### src/rtl/rgb_p2p_tx_pkg.sv
// Shared filter-flow package: FSM state encodings and default pixel/length widths.
package rgb_p2p_tx_pkg;

  localparam int unsigned RGB_DATA_W = 24;
  localparam int unsigned RGB_LEN_W  = 16;

  typedef logic [1:0] state_t;

  localparam state_t ST_IDLE = 2'd0;
  localparam state_t ST_SEND = 2'd1;
  localparam state_t ST_DONE = 2'd2;

endpackage

### src/rtl/rgb_sync_fifo.sv
// Single-clock pixel FIFO with occupancy counter; a push while full is dropped even if a pop
// happens in the same cycle.
module rgb_sync_fifo #(
  parameter int unsigned DATA_W = 24,
  parameter int unsigned DEPTH  = 4
) (
  input  logic              i_clk,
  input  logic              i_rst,
  input  logic              i_push,
  input  logic [DATA_W-1:0] i_data,
  input  logic              i_pop,
  output logic              o_full,
  output logic              o_empty,
  output logic [DATA_W-1:0] o_head
);

  localparam int unsigned PTR_W = (DEPTH > 1) ? $clog2(DEPTH) : 1;
  localparam int unsigned CNT_W = $clog2(DEPTH + 1);

  logic [PTR_W-1:0]  wr_ptr_q, wr_ptr_d;
  logic [PTR_W-1:0]  rd_ptr_q, rd_ptr_d;
  logic [CNT_W-1:0]  count_q, count_d;
  logic [DATA_W-1:0] mem_q [DEPTH];
  logic [DATA_W-1:0] mem_d [DEPTH];
  logic              push_ok;
  logic              pop_ok;

  assign o_full  = (count_q == CNT_W'(DEPTH));
  assign o_empty = (count_q == '0);
  assign o_head  = mem_q[rd_ptr_q];

  assign push_ok = i_push && !o_full;
  assign pop_ok  = i_pop && !o_empty;

  // DEPTH is a power of two, so pointer overflow is the modulo wrap.
  always_comb begin
    wr_ptr_d = wr_ptr_q;
    rd_ptr_d = rd_ptr_q;
    count_d  = count_q;
    mem_d    = mem_q;
    if (push_ok) begin
      mem_d[wr_ptr_q] = i_data;
      wr_ptr_d        = wr_ptr_q + PTR_W'(1);
    end
    if (pop_ok) begin
      rd_ptr_d = rd_ptr_q + PTR_W'(1);
    end
    case ({push_ok, pop_ok})
      2'b10:   count_d = count_q + CNT_W'(1);
      2'b01:   count_d = count_q - CNT_W'(1);
      default: count_d = count_q;
    endcase
  end

  always_ff @(posedge i_clk) begin
    if (i_rst) begin
      wr_ptr_q <= '0;
      rd_ptr_q <= '0;
      count_q  <= '0;
    end else begin
      wr_ptr_q <= wr_ptr_d;
      rd_ptr_q <= rd_ptr_d;
      count_q  <= count_d;
    end
  end

  // Storage needs no reset: flushing the pointers makes stale entries unreachable.
  always_ff @(posedge i_clk) begin
    mem_q <= mem_d;
  end

endmodule

### src/rtl/rgb_p2p_tx.sv
// Frame transmitter: queues upstream pixels and streams a counted frame over a valid/busy
// point-to-point link toward the DC filter.
module rgb_p2p_tx
  import rgb_p2p_tx_pkg::*;
#(
  parameter int unsigned DATA_W = RGB_DATA_W,
  parameter int unsigned DEPTH  = 4,
  parameter int unsigned LEN_W  = RGB_LEN_W
) (
  input  logic              i_clk,
  input  logic              i_rst,
  input  logic              i_pix_wr,
  input  logic [DATA_W-1:0] i_pix_data,
  output logic              o_pix_full,
  input  logic              i_start,
  input  logic [LEN_W-1:0]  i_frame_len,
  output logic              o_active,
  output logic              o_done,
  output logic              o_rgb_vld,
  output logic [DATA_W-1:0] o_rgb_data,
  input  logic              i_rgb_busy
);

  state_t            state_q, state_d;
  logic [LEN_W-1:0]  remaining_q, remaining_d;
  logic              fifo_empty;
  logic [DATA_W-1:0] fifo_head;
  logic              xfer;

  rgb_sync_fifo #(
    .DATA_W (DATA_W),
    .DEPTH  (DEPTH)
  ) u_fifo (
    .i_clk   (i_clk),
    .i_rst   (i_rst),
    .i_push  (i_pix_wr),
    .i_data  (i_pix_data),
    .i_pop   (xfer),
    .o_full  (o_pix_full),
    .o_empty (fifo_empty),
    .o_head  (fifo_head)
  );

  // Valid and data depend only on state and FIFO registers, never on i_rgb_busy.
  assign o_rgb_vld  = (state_q == ST_SEND) && !fifo_empty;
  assign o_rgb_data = o_rgb_vld ? fifo_head : '0;
  assign o_active   = (state_q == ST_SEND);
  assign o_done     = (state_q == ST_DONE);
  assign xfer       = o_rgb_vld && !i_rgb_busy;

  always_comb begin
    state_d     = state_q;
    remaining_d = remaining_q;
    case (state_q)
      ST_IDLE: begin
        if (i_start) begin
          if (i_frame_len != '0) begin
            remaining_d = i_frame_len;
            state_d     = ST_SEND;
          end else begin
            state_d = ST_DONE;
          end
        end
      end
      ST_SEND: begin
        if (xfer) begin
          remaining_d = remaining_q - LEN_W'(1);
          if (remaining_q == LEN_W'(1)) begin
            state_d = ST_DONE;
          end
        end
      end
      ST_DONE: state_d = ST_IDLE;
      default: state_d = ST_IDLE;
    endcase
  end

  always_ff @(posedge i_clk) begin
    if (i_rst) begin
      state_q     <= ST_IDLE;
      remaining_q <= '0;
    end else begin
      state_q     <= state_d;
      remaining_q <= remaining_d;
    end
  end

endmodule

### config.mk
export PLATFORM = sky130hd
export DESIGN_NAME = rgb_p2p_tx
export DESIGN_NICKNAME = d
export VERILOG_FILES = /design/src/rtl/rgb_p2p_tx_pkg.sv /design/src/rtl/rgb_sync_fifo.sv /design/src/rtl/rgb_p2p_tx.sv
export SDC_FILE = /design/constraint.sdc
export NUM_CORES = 1
export LEC_CHECK = 0
export ABC_AREA = 1
export CAP_MARGIN = 15
export CORE_MARGIN = 1.5
export CORE_UTILIZATION = 55
export DETAILED_ROUTE_END_ITERATION = 8
export GPL_TIMING_DRIVEN = 0
export PLACE_DENSITY = 0.81
export SKIP_LAST_GASP = 1
export SLEW_MARGIN = 10
export SYNTH_ARGS = -nofsm -noshare
export SYNTH_HDL_FRONTEND = slang
export SYNTH_SLANG_ARGS = --single-unit
### constraint.sdc
create_clock -name i_clk -period 3 [get_ports i_clk]
set_input_delay 0.45 -clock i_clk [delete_from_list [all_inputs] [get_ports i_clk]]
set_output_delay 0.45 -clock i_clk [all_outputs]
set_load 0.05 [all_outputs]
### Word level (Yosys, flattened, before mapping)

Cells that the tools add are included.
Widths: inputs -> output; s select.

| operators by class | value |
|---|---|
| $add $sub $neg | 5 |
| $mul | 0 |
| div/mod/pow operators | 0 |
| $lt $le $gt $ge | 3 |
| equal/unequal tests | 10 |
| shift-type cells | 0 |
| muxes and demuxes | 17 |
| bitwise logic cells | 2 |
| reduce and logical (&&, ||, !) cells | 15 |

Operator list:

| kind | number |
|---|---|
| $bwmux 96 | 1 |
| $mux 24 | 4 |
| $bmux 24 s2 | 1 |
| $demux 24 s2 | 1 |
| $mux 16 | 3 |
| $pmux 16 s2 | 1 |
| $eq 16x1->1 const B | 1 |
| $reduce_bool 16->1 | 1 |
| $sub 16x1->16 const B | 1 |
| $mux 2 | 4 |
| $ge 3x3->1 const B | 2 |
| $not 2->3 | 2 |
| $pmux 3 s2 | 1 |
| $logic_and 1x1->1 | 5 |
| $add 2x1->2 const B | 2 |
| $eq 2x1->1 const B | 2 |
| $eq 2x2->1 const B | 2 |
| $ne 2x1->1 const B | 2 |
| $ne 2x2->1 const B | 2 |
| $pmux 2 s2 | 1 |
| $reduce_and 4->1 | 1 |
| $reduce_bool 2->1 | 2 |
| $add 3x1->3 const B | 1 |
| $eq 3x3->1 const B | 1 |
| other kinds (6) | 8 |

| word-level totals | value |
|---|---|
| register bits after elaboration | 121 |
| bits in latches | 0 |
| RAM bits | 0 |
| ROM bits | 0 |
| input bits | 45 |
| memories | 0 |

### Depth between registers and ports, before layout

Gate-level depths: netlist (run 1).

| depth | value |
|---|---|
| depth after elaboration | 7 |
| depth in mapped cells | 11 |

### Hierarchy

A second synthesis (run 1) with hierarchy kept.

| second synthesis, totals | value |
|---|---|
| cells, all modules | 583 |
| area total of the unflattened synthesis | 5591.6 um2 |

Modules (own cells, without submodules):

| module | instances | cells an instance | area each (um2) | sequential area each (um2) |
|---|---|---|---|---|
| rgb_sync_fifo | 1 | 298 | 4100.2 | 3022.9 |
| rgb_p2p_tx | 1 | 285 | 1491.4 | 360.3 |

### Worst setup path before layout (run 1)

OpenSTA, ideal clock, no wires.

| timing | value |
|---|---|
| path kind | reg2reg |
| from | reg u_fifo.count_q[2] |
| to | reg u_fifo.count_q[2] |
| library setup time | 0.122 ns |
| arrival time | 2.787 ns |
| data required time | 2.878 ns |
| slack | 0.091 ns |
| cell stages (with the launch flop) | 12 |
| path buffers | 0 |
| period minus slack after synthesis | 2.909 ns |
| cells stage by stage | dfxtp_1 > inv_1 > nor3_1 > nor2_1 > inv_1 > ha_1 > inv_1 > fa_1 > a21oi_1 > o21ai_0 > o21ai_0 > a21oi_1 |

| on the way | value |
|---|---|
| elaborated cells on any way between the ends | 14 |

RTL lines:

| what | RTL line | RTL |
|---|---|---|
| start: declaration | rgb_sync_fifo.sv:22 | `logic [CNT_W-1:0] count_q, count_d;` |
| start signal: assignment | rgb_sync_fifo.sv:63 | `count_q <= count_d;` |
| $eq 3x3->1 * | rgb_sync_fifo.sv:28 | `assign o_full = (count_q == CNT_W'(DEPTH));` |
| named net o_pix_full | rgb_p2p_tx.sv:14 | `output logic o_pix_full,` |
| $logic_not 1->1 * | rgb_sync_fifo.sv:32 | `assign push_ok = i_push && !o_full;` |
| $logic_and 1x1->1 * | rgb_sync_fifo.sv:32 |  |
| $eq 2x1->1 or $eq 2x2->1 (tied branches) | rgb_sync_fifo.sv:48 | `case ({push_ok, pop_ok})` |
| $pmux 3 s2 or $reduce_bool 2->1 (tied branches) | -- |  |

The timed path passes the listed nets; every way through them passes the cells marked *.
A chain may end at the register's enable or synchronous reset.

### Final worst setup path (run 1)

| timing | value |
|---|---|
| from | reg state_q[0] |
| to | out o_rgb_data[5] |

| on the way | value |
|---|---|
| cells in the longest elaborated chain, start to end | 3 |

RTL lines:

| what | RTL line | RTL |
|---|---|---|
| start: declaration | rgb_p2p_tx.sv:24 | `state_t state_q, state_d;` |
| start signal: assignment | rgb_p2p_tx.sv:83 | `state_q <= state_d;` |
| $eq 2x1->1 | rgb_p2p_tx.sv:45 | `assign o_rgb_vld = (state_q == ST_SEND) && !fifo_empty;` |
| $logic_and 1x1->1 | rgb_p2p_tx.sv:45 |  |
| $mux 24 | rgb_p2p_tx.sv:46 | `assign o_rgb_data = o_rgb_vld ? fifo_head : '0;` |
| end: declaration | rgb_p2p_tx.sv:20 | `output logic [DATA_W-1:0] o_rgb_data,` |

No other way between the ends.

==> results of run 1 <==
[flip-flops by register name (all words and copies together) (netlist names)]
name / count
state_q: 2
u_fifo.wr_ptr_q: 2
u_fifo.mem_q: 96
u_fifo.rd_ptr_q: 2
remaining_q: 16
u_fifo.count_q: 3
[cells in the mapped netlist]
cell and number:
a21oi_1 43, a21oi_2 3, a31oi_1 1, and2_1 1, buf_1 2, buf_2 4, buf_6 1, clkbuf_1 18
clkinv_1 1, dfxtp_1 25, edfxtp_1 96, fa_1 1, ha_1 7, inv_1 31, inv_2 2, nand2_1 81
nand2_2 1, nand3_1 19, nand3_2 3, nand3b_1 2, nand3b_4 1, nand4_1 1, nor2_1 148, nor2_4 1
nor2_8 1, nor3_1 3, o211ai_1 1, o21ai_0 59, o21ai_1 8, or2_2 5, xnor2_1 1, xor2_1 1
[kinds of logic (layout without fill, tap and decap cells)]
group,after synthesis,after routing,share of synthesized area
flip-flops,121,121,0.6209
adder cells (fa/ha/maj),8,8,0.01975
XOR/XNOR,2,2,0.003215
AND/OR/NAND/NOR,267,267,0.2048
buffers and inverters,59,162,0.04294
AO/OA/AOI/OAI,115,115,0.1084
[layout by cell type, fill, tap and decap left out, types with 2 or more instances in the layout]
| cell | n |
|---|---|
| or2_2 | 5 |
| clkinvlp_4 | 3 |
| a21oi_2 | 3 |
| a21oi_1 | 43 |
| clkinv_2 | 3 |
| buf_2 | 23 |
| dlygate4sd2_1 | 6 |
| nand3_2 | 3 |
| o21ai_0 | 59 |
| inv_2 | 2 |
| edfxtp_1 | 96 |
| clkbuf_2 | 7 |
| clkbuf_1 | 12 |
| clkbuf_16 | 16 |
| ha_1 | 7 |
| dfxtp_1 | 25 |
| nand2_1 | 80 |
| nand2_2 | 2 |
| inv_6 | 4 |
| nor2_4 | 5 |
| inv_1 | 31 |
| nand3b_1 | 2 |
| nor2_1 | 144 |
| o21ai_1 | 8 |
| nor3_1 | 3 |
| clkinv_4 | 2 |
| clkdlybuf4s50_1 | 46 |
| nand3_1 | 19 |
[worst min-delay path, cell delays in order, from the launching register on]
cell and delay (ps):
dfxtp_1 310, nand2_1 60, a21oi_1 60
[power by group]
part           total [mW]  internal, mW  switching (mW)
clock                1.85          1.10           0.750
sequential           1.98          1.92          0.0593
combinational       0.795         0.261           0.534
[area by class of cell]
cell class                      count  area [µm²]  share of cell area
Timing Repair Buffer               72       624.3             0.09154
Inverter                           34       128.9             0.01890
Sequential cell                   121        3383              0.4961
Tap cell                          133       166.4             0.02440
Multi-Input combinational cell    392        1864              0.2733
Clock inverter                     13       118.9             0.01743
Buffer                             24       112.6             0.01651
Clock buffer                       19       421.7             0.06182
[path summary, 6_finish.rpt]
path	endpoint	from	depth (start not counted)
setup / recovery	o_rgb_data[5]	state_q[0]$_SDFFE_PP0P_	7
setup reg to reg	u_fifo.count_q[2]$_SDFFE_PP0P_	u_fifo.count_q[2]$_SDFFE_PP0P_	11
hold reg to reg	remaining_q[1]$_SDFFE_PP0P_	remaining_q[1]$_SDFFE_PP0P_	2
hold / removal	remaining_q[1]$_SDFFE_PP0P_	remaining_q[1]$_SDFFE_PP0P_	2
[routing by layer]
| metal | share of wire | vias up | GRT usage |
|---|---|---|---|
| li1 | - | 2120 | - |
| met1 | 0.41 | 2052 | 0.3305 |
| met2 | 0.50 | 212 | 0.4300 |
| met3 | 0.074 | 16 | 0.06373 |
| met4 | 0.011 | 0 | 0.08430 |
| met5 | 0 | - | 0 |
[repair_timing]
item / in CTS / in global routing
setup endpoints to repair: 26 / 25
hold endpoints to repair: 0 / 0
pin swaps: 0 / 0
gates resized for setup: 86 / 30
[stage by stage]
step	worst slack, ps	area (µm²)	setup TNS, ps	util
6_report	131.9	6820	0	0.7043
5_1_grt	-0.7496	6820	-0.7496	0.7043
4_1_cts	-65.34	6884	-65.34	0.7109
3_5_place_dp	-62.39	6366	-214.5	0.6574
3_3_place_gp	-488.9	6336	-43950	0.6543
2_1_floorplan	90.51	5449	0	-
==> flow_summary.json, run 1 <==
{
  "run_status": "completed",
  "layout-drive-gt1-share": 0.1259,
  "finalHoldViolations": 0,
  "clock_latency_ps": 520,
  "cts_htree_levels": 4,
  "worstMarginPinSlew_ps": 832.2,
  "whs_ps": 480.2,
  "num-fill-cells": 704,
  "crit_chain": "inv_2, nor2_8, buf_2, nand2_2, clkbuf_2, a21oi_1, clkdlybuf4s18_2",
  "start_kind": "flip-flop",
  "hp-class": "flip-flop to flip-flop",
  "fmax_ghz": 0.3487,
  "die_h_um": 102.5,
  "dr.pass1.iters": 5,
  "relSlewSlack": 0.4439,
  "ys_top_cells_by_area": "edfxtp_1 53%, nor2_1 10%, dfxtp_1 9.2%, nand2_1 5.6%, o21ai_0 5.4%",
  "area_delta_synth_final_pct": 25.17,
  "dp_hpwl_um": 8147,
  "initial_core_util": 0.5627,
  "yosysSeqAreaShare": 0.6209,
  "slowest_delay_ps": 420,
  "critical_path_buf_inv_count": 4,
  "cp-end-kind": "primary output",
  "worstPathArrival_ps": 2420,
  "wl_per_cell_um": 16.13,
  "leakage_nw": 2.653,
  "netlist_instances": 572,
  "synth.avg_cell_area_um2": 9.526,
  "fin_crit_sh": 0.9560,
  "crit_type": "flip-flop to primary output",
  "grt_overflow": 0,
  "die_w_um": 102.5,
  "ys.warnings.count": 0,
  "dieArea_um2": 10510,
  "rrSetupSlack_ps": 530,
  "finalNetCount": 715,
  "setup_viol": 0,
  "rows": 36,
  "place_congestion": 0.9154,
  "diodes": 0,
  "maxCapViolCount": 0,
  "clk_path_buf_depth": 2,
  "cts_sinks": 121,
  "antenna_found_initial": 0,
  "slew_violations": 0,
  "viasPerCell": 5.446,
  "ant_nets": 0,
  "routed_wl_um": 13030,
  "synth-seq-cells": 121,
  "netlist_area_um2": 5449,
  "first_iter_violations": 295,
  "path_delay_family": "buffers and inverters",
  "p_per_area_nw_per_um2": 678.9,
  "cts_buffers": 17,
  "grt_pass1_vias": 4076,
  "clk_pin_slew_ps": 60,
  "grt_max_degree": 25,
  "critPathMaxFanout": 10,
  "critPathSlowestCell": "dfxtp_1",
  "fin_crit_ps": 2868,
  "yosysTopAreaCell": "edfxtp_1",
  "synth_nets": 625,
  "finalPower_mw": 4.630,
  "pin_count": 73,
  "postCtsHoldBufs": 0,
  "stdcell_count": 808,
  "vias": 4400,
  "synth_top_area_share": 0.5290,
  "drc": 0,
  "grt_usage": 0.2568,
  "cts_tree": "done",
  "portBuffers": 72,
  "fin_skew_ps": 11.14,
  "cts_setup_buffers": 0,
  "clockRootBuffer": "clkbuf_8",
  "grt_pass1_wl_um": 20030,
  "dp_cells": 777,
  "synth_cell_type_count": 32,
  "critPathRequiredTime_ps": 2550,
  "ir_worst_vdd_uv": 430.4,
  "core_um2": 9684
}
(Power assumes the default switching activity.)
==> run 2: changes to the inputs <==
--- a/config.mk
+++ b/config.mk
@@ -9,9 +9,11 @@
 export CAP_MARGIN = 15
 export CORE_MARGIN = 1.5
 export CORE_UTILIZATION = 55
+export CTS_CLUSTER_SIZE = 40
 export DETAILED_ROUTE_END_ITERATION = 8
 export GPL_TIMING_DRIVEN = 0
 export PLACE_DENSITY = 0.81
+export REMOVE_ABC_BUFFERS = 1
 export SKIP_LAST_GASP = 1
 export SLEW_MARGIN = 10
 export SYNTH_ARGS = -nofsm -noshare
==> flow_summary.json, run 2 (synthesized netlist as in run 1, its figures left out) <==
{
  "grt_overflow": 0,
  "sw_frac_of_total": 0.2791,
  "pin_count": 73,
  "ant_nets": 0,
  "maxCapViolCount": 0,
  "fin_crit_sh": 0.9649,
  "whs_ps": 469.1,
  "postCtsHoldBufs": 0,
  "multi_input_area_um2": 1869,
  "fin_skew_ps": 10.28,
  "combPwrFrac": 0.161,
  "cts_buffers": 17,
  "fin_crit_ps": 2895,
  "clock_latency_ps": 520,
  "fin_util": 0.7013,
  "layout.area.seq_um2": 3388,
  "drc": 0,
  "finalNetCount": 692,
  "ir_worst_vdd_uv": 471.7,
  "initial_core_util": 0.5627,
  "clock_power_share": 0.422,
  "die_h_um": 102.5,
  "layout_commonest_cell": "nor2_1",
  "setup_viol": 0,
  "finalHoldViolations": 0,
  "first_iter_violations": 301,
  "area_delta_synth_final_pct": 24.64,
  "crit_type": "flip-flop to primary output",
  "routed_wl_um": 12650,
  "dp_hpwl_um": 7329,
  "rrSetupSlack_ps": 600,
  "clockRootBuffer": "clkbuf_8",
  "cp-end-kind": "primary output",
  "viasPerCell": 5.423,
  "die_w_um": 102.5,
  "hp-class": "flip-flop to flip-flop",
  "clk_pin_slew_ps": 60,
  "p_per_area_nw_per_um2": 702.1,
  "top_register": "u_fifo.mem_q",
  "critPathRequiredTime_ps": 2550,
  "run_status": "completed",
  "slew_violations": 0,
  "cts_htree_levels": 4,
  "start_kind": "flip-flop",
  "final_cell_mix": "144 x nor2_1, 96 x edfxtp_1, 80 x nand2_1, 59 x o21ai_0, 47 x clkdlybuf4s50_1",
  "cts_sinks": 121,
  "vias": 4257,
  "place_congestion": 0.8726,
  "clk_path_buf_depth": 2,
  "p_switching_mw": 1.331,
  "critPathMaxFanout": 25,
  "worstPathArrival_ps": 2440,
  "cts_tree": "done",
  "num-fill-cells": 719,
  "leakage_nw": 2.606,
  "relSlewSlack": 0.4418,
  "stdcell_count": 785,
  "worstMarginPinSlew_ps": 835.4,
  "top_regs": "u_fifo.mem_q (96), remaining_q (16), u_fifo.count_q (3)",
  "diodes": 0,
  "pwr-share-seq": 0.417,
  "dp_cells": 753,
  "critPathSlowestCell": "clkdlybuf4s15_1",
  "dr.pass1.iters": 4,
  "pre_cts_ws_ps": -1132,
  "setup_slack_ps": 105.2,
  "critical_path_buf_inv_count": 2,
  "grt_setup_unrepaired": "false",
  "core_um2": 9684,
  "fmax_ghz": 0.3454,
  "slowest_delay_ps": 520,
  "path_delay_family": "buffers and inverters",
  "portBuffers": 72,
  "grt_pass1_wl_um": 19320,
  "antenna_found_initial": 0,
  "intPower_mw": 3.437,
  "grt_usage": 0.2461,
  "largest_register_ff_count": 96,
  "dieArea_um2": 10510,
  "grt_pass1_vias": 4173,
  "wl_per_cell_um": 16.11,
  "layout-drive-gt1-share": 0.1166,
  "grt_max_degree": 50,
  "rows": 36,
  "crit_chain": "inv_2, nor2_8, nand2_4, a21oi_1, clkdlybuf4s15_1"
}
-- run 2: cell types whose count changed in the layout (fill, tap and decap cells not counted), moves of 3 or more --
cell	before	now
clkinvlp_4	3	0
buf_2	23	0
dlygate4sd2_1	6	1
clkbuf_2	7	19
clkinv_4	2	5
clkdlybuf4s15_1	0	5
clkbuf_1	12	0
-- run 2: repair_timing --
item / in CTS / in global routing
cloned: 0 / 0
endpoints found under the setup margin: 25 / 24
gates resized for setup: 32 / 43
buffers inserted: 0 / 0
-- run 2: worst register-to-register path: cells and delay by family, from the launching register on --
kind | cells | cell delay, ps
AO/OA/AOI/OAI | 4 | 470
adder cells (fa/ha/maj) | 2 | 550
buffers and inverters | 3 | 320
flip-flops | 1 | 440
AND/OR/NAND/NOR | 2 | 510
-- run 2: stage by stage --
stage / cell area (µm²) / TNS [ps] / power [mW]
5_1_grt: 6792 / 0 / 4.942
2_1_floorplan: 5343 / 0 / 2.521
3_3_place_gp: 6230 / -75390 / 2.754
3_5_place_dp: 6281 / -25010 / 2.790
4_1_cts: 6857 / -16.69 / 4.777
6_report: 6792 / 0 / 4.768
-- run 2: power groups by stage --
stage          sequential [mW]  combinational [mW]  clock (mW)
2_1_floorplan             2.01               0.513           0
6_report                  1.99               0.768        2.01
5_1_grt                   2.00               0.851        2.09
3_5_place_dp              2.02               0.772           0
3_3_place_gp              2.03               0.729           0
4_1_cts                   1.99               0.770        2.02
-- run 2: per-layer routing --
metal / vias up / wire, µm / GRT usage
li1: 2073 / - / -
met1: 1986 / 4958 / 0.2773
met2: 182 / 6556 / 0.4534
met3: 16 / 961 / 0.05898
met4: 0 / 173 / 0.08957
met5: - / 0 / 0
-- run 2: cell type report --
class / instances / area share
clock buffers: 17 / 0.06098
clock inverters: 15 / 0.02561
flip-flops and latches: 121 / 0.4989
repair buffers: 73 / 0.09488
well taps: 133 / 0.02450
inverters: 34 / 0.01990
multi-input cells: 392 / 0.2752
-- run 2: path summary, 6_finish.rpt --
| kind | startpoint | end | cells past startpoint |
|---|---|---|---|
| max | state_q[0]$_SDFFE_PP0P_ | o_rgb_data[15] | 5 |
| min | remaining_q[1]$_SDFFE_PP0P_ | remaining_q[1]$_SDFFE_PP0P_ | 2 |
| max reg2reg | state_q[0]$_SDFFE_PP0P_ | u_fifo.count_q[2]$_SDFFE_PP0P_ | 11 |
| min reg2reg | remaining_q[1]$_SDFFE_PP0P_ | remaining_q[1]$_SDFFE_PP0P_ | 2 |
==> RTL edit 1, RTL diff (config.mk and constraints of run 1) <==
Reset style: asynchronous (`i_rst`), changed in 2 clocked blocks.
--- a/src/rtl/rgb_sync_fifo.sv
+++ b/src/rtl/rgb_sync_fifo.sv
@@ -52,7 +52,7 @@
     endcase
   end
 
-  always_ff @(posedge i_clk) begin
+  always_ff @(posedge i_clk or posedge i_rst) begin
     if (i_rst) begin
       wr_ptr_q <= '0;
       rd_ptr_q <= '0;
--- a/src/rtl/rgb_p2p_tx.sv
+++ b/src/rtl/rgb_p2p_tx.sv
@@ -75,7 +75,7 @@
     endcase
   end
 
-  always_ff @(posedge i_clk) begin
+  always_ff @(posedge i_clk or posedge i_rst) begin
     if (i_rst) begin
       state_q     <= ST_IDLE;
       remaining_q <= '0;
Behaviour: differs if i_rst is asserted again (counterexample within 4 cycles, from zero or initial values and one cycle with i_rst high); with i_rst held inactive, the same outputs for 4 cycles.
==> RTL edit 1 against run 1 <==
  * The run now ends with setup timing left
  * Cell count down 1.4%
  * Count of clock-buffer cells in the layout down 2
  * Via count down 1.9%
  * Routed wire length down 0.93%
  * Synthesized area up 0.41%
  * Utilization up 0.87 points
  * Synthesized cell count down 2.1%
  * Sequential cell count unchanged
  * Clock skew about the same
  * Setup slack worse by 0.15 ns
  * Cell area up 1.7%
  * Largest cell class unchanged
  * Highest routed layer unchanged
Power is not shown: default switching activity piles up to over one toggle a cycle in this logic, so the estimate is an artifact.
==> RTL edit 1: results (changes against run 1) <==
- The via count of the first global-routing pass is 4111 (+0.86%).
* Top area cells in the synthesized netlist: sky130_fd_sc_hd__edfxtp_1 (53%), sky130_fd_sc_hd__dfrtp_1 (11%), sky130_fd_sc_hd__nor2_1 (9.3%)
- The wire length on met3 is 1.03 mm (+7.6%).
- The post-synthesis adder-cell area fraction was 1.97% (-0.0081 points).
* Critical path fanouts, max: 10 (unchanged)
- Via count: 4316 (-1.9%)
* Avg WL per Cell: 16.2 um (+0.44%)
- The routability congestion estimate from global placement was 0.872 (-4.7%).
- The worst slew slack as a fraction of its limit came to 46.7% (+2.3 points).
- Total nets after synthesis: 613 (-1.9%)
- # setup viols final: 1 (+1)
* Sequential element share of the synthesized area: 64.1% (+2.0 points)
* Clock-pin slew on the worst setup and hold paths: 0.06 ns (about the same)
* Xor and xnor fraction of the mapped netlist area: 0.800% (+0.48 points)
- The share of flip-flops with an asynchronous set or reset is 20.7% (+21 points).
* Placement row count: 36 (unchanged)
- Post-CTS setup buffer count: 0 (unchanged)
- Main flop type after synthesis: sky130_fd_sc_hd__edfxtp_1
- Run status: complete, but fails checks
- The source-to-sink clock delay at the later pin of the worst-skew pair is 0.52 ns (about the same).
- DRT Pass-1 Iters: 5 (unchanged)
- Top cells by count, synth: sky130_fd_sc_hd__nor2_1 (136), sky130_fd_sc_hd__edfxtp_1 (96), sky130_fd_sc_hd__nand2_1 (93)
- Synthesis Warnings: 0 (unchanged)
- Clock Path Buffers: 2 (unchanged)
* Maximum number of pins on one net before global-route repair: 26 (+4.0%)
- The initial DRC count is 327 (+11%).
- The number of antenna violations at the first check in global routing is 0 (unchanged).
* CTS Root Buffer Type: sky130_fd_sc_hd__clkbuf_8
* CTS resizes: 55 (-36%)
- The min-delay analysis places its worst path in the category input port to asynchronous set/reset pin.
* Wire length on met2: 6.55 mm (-0.40%)
* Worst Skew: 0.0107 ns (-0.000462 ns)
- Complex-gate fraction of the synthesized area: 9.19% (-1.6 points)
- Yosys cell types: 26 (-19%)
* Layout cells sized above 1: 10.8% (-1.7 points)
- Final HPWL DP: 8.05 mm (-1.2%)
- The number of flops mapped to enable cells by yosys came to 96 (unchanged).
* Worst Slack Setup Final: -0.0146 ns (-0.146 ns)
* Failing checks: setup timing
* Worst hold slack: 0.157 ns (-0.323 ns)
- Post-Route M1 WL: 5.14 mm (-4.1%)
- The combined global-route utilization of all metal layers came to 25.5% (-0.15 points).
- Data arrival at the endpoint of the critical path: 2.56 ns (+0.14 ns)
* Total Neg Setup Slack: -0.0146 ns (-0.0146 ns)
* Wire length of the first global-routing pass: 19.9 mm (-0.41%)
- Reg2Reg Setup Slack: 0.63 ns (+0.10 ns)
- Nets: 704 (-1.5%)
==> RTL edit 1: path summary, 6_finish.rpt <==
check / from / to / cells after the start
max in group asynchronous: i_rst / remaining_q[14] / 3
setup / recovery: state_q[1] / o_rgb_data[12] / 5
setup reg to reg: u_fifo.count_q[1] / u_fifo.count_q[2] / 9
hold / removal: i_rst / u_fifo.count_q[2] / 2
hold reg to reg: u_fifo.count_q[0] / u_fifo.count_q[0] / 1
min in group i_clk: u_fifo.count_q[0] / u_fifo.count_q[0] / 1
==> RTL edit 1: worst max-delay path, cell delays in order (launching register included) <==
cell	delay (ns)
sky130_fd_sc_hd__dfrtp_1	0.46
sky130_fd_sc_hd__nor2_4	0.21
sky130_fd_sc_hd__nand2_1	0.29
sky130_fd_sc_hd__clkbuf_2	0.32
sky130_fd_sc_hd__a21oi_1	0.24
sky130_fd_sc_hd__clkdlybuf4s15_1	0.53
==> RTL edit 1: final cells by class <==
| cell class | instances | area (um2) |
|---|---|---|
| plain buffers | 21 | 96.3 |
| clock buffers | 17 | 414 |
| clock inverters | 15 | 126 |
| fillers | 705 | 2790 |
| inverters | 42 | 158 |
| multi-input cells | 375 | 1740 |
| flip-flops and latches | 121 | 3510 |
| well taps | 133 | 166 |
| repair buffers | 73 | 724 |
==> RTL edit 1: metal layers <==
layer  vias up  global-route usage (%)
li1       2056                       -
met1      2037                    31.6
met2       202                    44.3
met3        21                    5.56
met4         0                    9.46
met5         -                       0
==> RTL edit 1: kinds of logic after synthesis <==
kind of cell             count (synthesis)
adder cells (fa/ha/maj)                  8
AND/OR/NAND/NOR                        262
buffers and inverters                   64
XOR/XNOR                                 5
flip-flops                             121
AO/OA/AOI/OAI                          100
==> RTL edit 1: metrics by stage <==
stage	setup WS (ns)	std cells	area (um2)
CTS	-0.0802	797	6940
global route	-0.0778	797	6940
detailed placement	0.128	765	6390
finish	-0.0146	797	6940
floorplan	0.0653	560	5470
global placement	-0.284	765	6360
==> RTL edit 2, RTL diff (settings of run 1) <==
Without the edit above. `DEPTH` is set to 4 in 2 places; all go to 8.
--- a/src/rtl/rgb_sync_fifo.sv
+++ b/src/rtl/rgb_sync_fifo.sv
@@ -2,7 +2,7 @@
 // happens in the same cycle.
 module rgb_sync_fifo #(
   parameter int unsigned DATA_W = 24,
-  parameter int unsigned DEPTH  = 4
+  parameter int unsigned DEPTH  = 8
 ) (
   input  logic              i_clk,
   input  logic              i_rst,
--- a/src/rtl/rgb_p2p_tx.sv
+++ b/src/rtl/rgb_p2p_tx.sv
@@ -4,7 +4,7 @@
   import rgb_p2p_tx_pkg::*;
 #(
   parameter int unsigned DATA_W = RGB_DATA_W,
-  parameter int unsigned DEPTH  = 4,
+  parameter int unsigned DEPTH  = 8,
   parameter int unsigned LEN_W  = RGB_LEN_W
 ) (
   input  logic              i_clk,
Check against the original RTL: not equivalent (a bounded check fails within 10 cycles, from zero or initial values and one cycle with i_rst high).
==> RTL edit 2 against run 1 <==
  * Setup slack lost 0.063 ns
  * Total power grew 59%
  * Sequential share of layout area grew 7.2 points
  * Synthesized area grew 72%
  * Routed wire length grew 73%
  * Sequential cell count grew 99
  * Non-clock buffer count grew 21
  * Cell area grew 63%
==> RTL edit 2: results (changes against run 1) <==
- The post-synthesis sequential area ratio was 67.5% (+5.4 points).
- The number of placed instances, taps included is 1159 (+49%).
- Layout cells sized above 1: 11.0% (-1.6 points)
* Cell count after synthesis: 867 (+52%)
* Avg WL per Cell: 18.7 um (+16%)
- Inserted Clock Buffers: 23 (+6)
* Initial DRC Count: 766 (+160%)
- GRT Resource Usage Total: 25.1% (-0.61 points)
* Clock Path Buffers: 3 (+1)
* CTS resizes: 97 (+13%)
- The slew at the pin closest to its max-slew limit was 0.941 ns (+0.109 ns).
- Area of placed instances: 0.0104 mm2 (+64%)
- The period utilization is 97.7% (+2.1 points).
* Delay of the slowest critical-path stage: 0.48 ns (+0.06 ns)
- The run finished with clean final reports.
- The global-route wire length before repair came to 34.6 mm (+73%).
- Total nets after synthesis: 919 (+47%)
* Post-detailed-route via-to-cell ratio: 5.87 (+7.7%)
- Top cells by count, synth: sky130_fd_sc_hd__nor2_1 (255), sky130_fd_sc_hd__edfxtp_1 (192), sky130_fd_sc_hd__nand2_1 (93)
* Yosys cell types: 29 (-9.4%)
- The critical path starts at u_fifo.rd_ptr_q[0].
- Nets: 1015 (+42%)
- Data arrival at the endpoint of the critical path: 2.48 ns (+0.06 ns)
* Worst hold slack: 0.495 ns (+0.0145 ns)
* H-tree levels: 1 (-3)
- Pre-CTS WS: -0.213 ns (-0.151 ns)
- The routability congestion estimate from global placement was 0.911 (-0.44%).
- The non-filler instance count after layout was 1200 (+49%).
* Top Registers: u_fifo.mem_q (192), remaining_q (16), u_fifo.count_q (4)
* CTS Root Buffer Type: sky130_fd_sc_hd__clkbuf_16
## RTL edit 2: power breakdown
group	internal, uW	total (uW)	switching (uW)
clock	1620	2740	1120
combinational	355	1100	744
sequential	3450	3520	70.3
## RTL edit 2: final cells by class
cell class | count | area [um2] | share of cell area [%]
sequential | 220 | 6330 | 56.8
multi-input combinational | 568 | 2800 | 25.1
timing repair buffer | 72 | 653 | 5.86
clock buffer | 31 | 616 | 5.53
tap | 220 | 275 | 2.47
buffer | 45 | 243 | 2.18
inverter | 33 | 124 | 1.11
clock inverter | 11 | 109 | 0.977
## RTL edit 2: metal layers
metal	wire length (um)	global-route usage (%)
met1	8930	32.8
met3	1930	3.69
met4	423	8.15
met2	11200	43.4
met5	0	0
## RTL edit 2: critical path: cells and delay by family, from the launching register on
| family | cells | cell delay (ns) |
|---|---|---|
| AOI/OAI and AO/OA | 2 | 0.29 |
| and+or+nand+nor | 2 | 0.21 |
| DFF | 1 | 0.31 |
| buffers and inverters | 4 | 1.15 |
